### src/rtl/mem_bus_fabric.sv
// rtl/mem_bus_fabric.sv - master-to-N-slave memory bus fabric with decode, timeout and sticky error report
module mem_bus_fabric #(
  parameter int                       NUM_SLAVES     = 5,
  parameter logic [32*NUM_SLAVES-1:0] SLAVE_BASE     = {NUM_SLAVES{32'h0}},
  parameter logic [32*NUM_SLAVES-1:0] SLAVE_MASK     = {NUM_SLAVES{32'hFFF0_0000}},
  parameter int                       TIMEOUT_CYCLES = 256,
  parameter logic [31:0]              ERR_RDATA      = 32'hDEAD_BEEF
) (
  input  logic                       clk,
  input  logic                       rst_n,
  input  logic                       m_valid,
  input  logic [31:0]                m_addr,
  input  logic [31:0]                m_wdata,
  input  logic [3:0]                 m_wstrb,
  output logic                       m_ready,
  output logic [31:0]                m_rdata,
  output logic [NUM_SLAVES-1:0]      s_valid,
  output logic [31:0]                s_addr,
  output logic [31:0]                s_wdata,
  output logic [3:0]                 s_wstrb,
  input  logic [NUM_SLAVES-1:0]      s_ready,
  input  logic [32*NUM_SLAVES-1:0]   s_rdata,
  output logic                       err_irq,
  output logic [1:0]                 err_cause,
  output logic [31:0]                err_addr,
  input  logic                       err_clr
);

  localparam int SW = (NUM_SLAVES > 1) ? $clog2(NUM_SLAVES) : 1;
  localparam int CW = (TIMEOUT_CYCLES > 2) ? $clog2(TIMEOUT_CYCLES) : 1;
  localparam logic [CW-1:0] TO_LAST = CW'(TIMEOUT_CYCLES - 1);

  localparam logic [1:0] IDLE   = 2'd0;
  localparam logic [1:0] ACTIVE = 2'd1;
  localparam logic [1:0] RESP   = 2'd2;

  logic [1:0]    state, nxt;
  logic [SW-1:0] sel, hit_idx;
  logic [CW-1:0] cnt;
  logic          hit, go_ok, go_err, timeout_hit;
  logic [1:0]    new_cause;
  logic [31:0]   rdata_arr [NUM_SLAVES];

  assign s_addr  = m_addr;
  assign s_wdata = m_wdata;
  assign s_wstrb = m_wstrb;
  assign m_ready = (state == RESP);

  for (genvar k = 0; k < NUM_SLAVES; k++) begin : g_rd
    assign rdata_arr[k] = s_rdata[32*k +: 32];
  end

  // Scan high to low so the lowest matching index is the one left standing.
  always_comb begin
    hit     = 1'b0;
    hit_idx = '0;
    for (int k = NUM_SLAVES - 1; k >= 0; k--) begin
      if ((m_addr & SLAVE_MASK[32*k +: 32]) == (SLAVE_BASE[32*k +: 32] & SLAVE_MASK[32*k +: 32])) begin
        hit     = 1'b1;
        hit_idx = SW'(k);
      end
    end
  end

  always_comb begin
    s_valid = '0;
    if (state == ACTIVE && m_valid) s_valid[sel] = 1'b1;
  end

  assign timeout_hit = (TIMEOUT_CYCLES != 0) && (cnt == TO_LAST);

  always_comb begin
    nxt       = state;
    go_ok     = 1'b0;
    go_err    = 1'b0;
    new_cause = 2'b00;
    case (state)
      IDLE: begin
        if (m_valid) begin
          if (hit) begin
            nxt = ACTIVE;
          end else begin
            nxt       = RESP;
            go_err    = 1'b1;
            new_cause = 2'b01;
          end
        end
      end
      ACTIVE: begin
        if (!m_valid) begin
          nxt = IDLE;
        end else if (s_ready[sel]) begin
          nxt   = RESP;
          go_ok = 1'b1;
        end else if (timeout_hit) begin
          nxt       = RESP;
          go_err    = 1'b1;
          new_cause = 2'b10;
        end
      end
      default: nxt = IDLE;
    endcase
  end

  always_ff @(posedge clk or negedge rst_n) begin
    if (!rst_n) begin
      state     <= IDLE;
      sel       <= '0;
      cnt       <= '0;
      m_rdata   <= '0;
      err_irq   <= 1'b0;
      err_cause <= 2'b00;
      err_addr  <= '0;
    end else begin
      state <= nxt;
      cnt   <= (state == ACTIVE) ? cnt + 1'b1 : '0;
      if (state == IDLE && m_valid && hit) sel <= hit_idx;
      if (go_ok)       m_rdata <= rdata_arr[sel];
      else if (go_err) m_rdata <= ERR_RDATA;
      // A clear wins over an error arriving in the same cycle; that error is lost.
      if (err_clr) begin
        err_irq   <= 1'b0;
        err_cause <= 2'b00;
        err_addr  <= '0;
      end else if (go_err && !err_irq) begin
        err_irq   <= 1'b1;
        err_cause <= new_cause;
        err_addr  <= m_addr;
      end
    end
  end

endmodule
### config.mk
export PLATFORM = sky130hd
export DESIGN_NAME = mem_bus_fabric
export DESIGN_NICKNAME = d
export VERILOG_FILES = /design/src/rtl/mem_bus_fabric.sv
export SDC_FILE = /design/constraint.sdc
export NUM_CORES = 1
export LEC_CHECK = 0
export ABC_AREA = 1
export CORE_AREA = 3 3 147 149
export CTS_CLUSTER_SIZE = 25
export DETAILED_ROUTE_END_ITERATION = 6
export DIE_AREA = 0 0 150 152
export SYNTH_ARGS = -nofsm -noshare
export SYNTH_HDL_FRONTEND = slang
export SYNTH_SLANG_ARGS = --single-unit
export TNS_END_PERCENT = 10
### constraint.sdc
create_clock -name clk -period 2 [get_ports clk]
set_input_delay 0.4 -clock clk [delete_from_list [all_inputs] [get_ports clk]]
set_output_delay 0.4 -clock clk [all_outputs]
set_load 0.05 [all_outputs]
==> impl_results.md <==
- Drt first pass iters: 4
- Worst Hold Class: input pin to asynchronous set/reset pin
- Vias per inst: 3.72
- Synth Area in Adders: 0.320%
- Final core occ: 30.6%
- Reg power frac: 39.6%
- Vias: 3,102
- Crit start category: register
- Largest net degree at the start of global routing: 40
- RSZ-0062 raised after global routing: false
- Cell family with the largest share of critical-path delay: buffers and inverters
- Post-Syn Area: 0.00391 sq mm
- Resize count post-CTS: 0
- Fillers: 2,123
- Number of core rows: 52
- Detailed Route WL: 11.6 mm
- Critical path arrival: 1.54 ns
- TritonCTS buffer count: 9
- Longest Clk Path Bufs: 2
- Post-CTS setup buffers: 0
- Max-cap violations: 0
- Switching Fraction: 30.0%
- Worst Path Required: 1.60 ns
- #FFs+latches synth: 77
- Core area: 0.0203 sq mm
- Worst VDD drop: 0.366 mV
- Clock Sinks: 77
- Die W: 150 um
- Final Max Slew Viols: 0
- Max_slew headroom: 64.6%
- Post-Syn Instances: 432
- Setup-failing EPs final: 0
- Synth warn: 0
- CP Buf/Inv Count: 1
- GRT Total Usage: 10.0%
- Crit-path max cell delay: 0.82 ns
- DRC: 0
- Clk root buf: clkbuf_16
- First-pass GRT wire length: 17.6 mm
- Gate power share: 23.2%
- Pwr/cell area: 664 mW/mm^2
- Most common cell after layout, fill and taps aside: clkdlybuf4s50_1
- Worst Max-Slew Pin Slew: 0.529 ns
- Most frequent cells in the layout: clkdlybuf4s50_1 (124), nand2_1 (89), nor2_1 (89), dfrtp_1 (77), buf_12 (40)
- Final Hold Viols: 0
- IO Pins: 378
- Synth Area in Simple Gates: 31.1%
- Share of cells above drive strength 1: 23.9%
- Fmax achieved: 515 MHz
- Leakage: 2.75 nW
- Outcome: finished, final reports clean
- ANT cells: 0
- Gr ovfl total: 0
- CP max FO: 2
- Post-Synth XOR/XNOR Area: 0.224%
- Vias in the first global route: 3,076
- Post-DRT Antenna Nets: 0
- Die height: 152 um
- P_int: 2.89 mW
- Net switching power: 1.24 mW
- Final HPWL DP: 9.17 mm
- Initial Util: 19.3%
- Slowest stage cell, crit path: clkdlybuf4s50_1
- Clock share of power: 37.2%
- Mux contribution to synthesized area: 0%
- Synthesized area per cell: 9.05 sq um
- CTS tree: yes
- Compound-Gate Fraction of Synth Area: 1.28%
- Period utilisation layout: 97.1%
- Die ar.: 0.0228 sq mm
- Htree depth: 3
- Period minus WS final: 1.94 ns
- Cts hold-fix bufs: 0
- Largest family of logic cells by synthesized area: simple AND/OR/NAND/NOR gates
- RD Place Congestion: 0.715
- CP Class: register to primary output
- Area grow syn2layout: 58.8%
- CP Capture Type: primary output
- Nets: 797
- CTS clk-pin slew, worst paths: 0.06 ns
- Worst-Skew Late Latency: 0.33 ns
- Critical-path cell list: clkdlybuf4s50_1
- Register area share after synthesis: 49.3%
- Clock Skews: 0.00607 ns
- Worst hold slack: 0.0127 ns
- Post-detailed-route wirelength per cell: 13.9 um
- Initial drt markers: 91
- Initial antenna violation count: 0
- Number of library cell types mapped by synthesis: 28
- Port bufs: 169
[power groups by stage]
stage               Combinational (mW)  Sequential [mW]  Clock [mW]
floorplan                        0.536             1.81           0
global placement                 0.969             1.66           0
detailed placement               0.972             1.66           0
CTS                              0.974             1.63        1.61
global route                      1.01             1.64        1.67
finish                           0.959             1.63        1.53
[per-layer routing]
layer	wire, um	share of wire [%]	track usage (%)
met1	4580	40	11.4
met2	5290	46	15.5
met3	1530	13	6.26
met4	182	1.6	2.96
met5	0	0	0
[sequential cells by signal, indices dropped and copies added (netlist names)]
signal / count
err_irq: 1
cnt: 8
err_addr: 32
err_cause: 2
m_rdata: 32
state: 2
[logic make-up (layout without fill, tap and decap cells)]
family,Yosys count,in the layout
and+or+nand+nor,244,244
buffers and inverters,101,230
DFF,77,77
AOI/OAI and AO/OA,7,7
adders and majority gates,1,1
other,1,4
xor gates and xnor gates,1,1
[cell usage after synthesis (all sizes together)]
| cell type | instances | area [sq um] |
|---|---|---|
| dfrtp | 77 | 1930 |
| and3 | 1 | 6.26 |
| o32ai | 1 | 8.76 |
| xnor2 | 1 | 8.76 |
| o21ai | 2 | 10.0 |
| clkbuf | 2 | 7.51 |
| nor3 | 3 | 15.0 |
| conb | 1 | 3.75 |
| nand3 | 40 | 363 |
| and2 | 1 | 6.26 |
| nand2 | 94 | 380 |
| nor2 | 92 | 363 |
| nand4 | 13 | 81.3 |
| buf | 85 | 634 |
| inv | 14 | 52.6 |
| a21oi | 4 | 31.3 |
| ha | 1 | 12.5 |
[final cells by class]
cell class | count | area, sq um | share of cell area (%)
Clock buffer | 11 | 243 | 3.91
Sequential cell | 77 | 1930 | 31.0
Tap cell | 270 | 338 | 5.44
Multi-Input combinational cell | 257 | 1300 | 21.0
Clock inverter | 5 | 36.3 | 0.584
Inverter | 14 | 52.6 | 0.846
Timing Repair Buffer | 200 | 2310 | 37.2
[worst reg2reg max path, stage by stage (launching register included)]
cell,delay [ns]
dfrtp_1,0.36
ha_1,0.17
nand2_1,0.07
inv_2,0.06
nand2_1,0.07
nor2_2,0.18
nand2_2,0.11
nand3_4,0.17
inv_1,0.17
nand2_1,0.09
nand2_1,0.05
[stage by stage]
stage | power [mW] | TNS, ns | setup slack (ns) | cells | area, sq um
6_report | 4.12 | 0 | 0.0581 | 834 | 6210
3_3_place_gp | 2.63 | -1.42 | -0.0576 | 818 | 5930
4_1_cts | 4.21 | 0 | 0.0180 | 834 | 6210
3_5_place_dp | 2.63 | -1.41 | -0.0664 | 818 | 5930
2_1_floorplan | 2.35 | 0 | 0.477 | 435 | 3920
5_1_grt | 4.32 | 0 | 0.0142 | 834 | 6210
[path summary, 6_finish.rpt]
kind / startpoint / to / slack, ns / cells after the start
max: err_addr[8] / err_addr[8] / 0.06 / 1
min: rst_n / err_addr[10] / 0.01 / 1
max reg2reg: cnt[0] / m_rdata[17] / 0.40 / 10
min reg2reg: cnt[0] / cnt[0] / 0.45 / 1
max in group asynchronous: rst_n / m_rdata[2] / 1.39 / 2
min in group clk: cnt[0] / cnt[0] / 0.45 / 1
(Power assumes the default switching activity.)
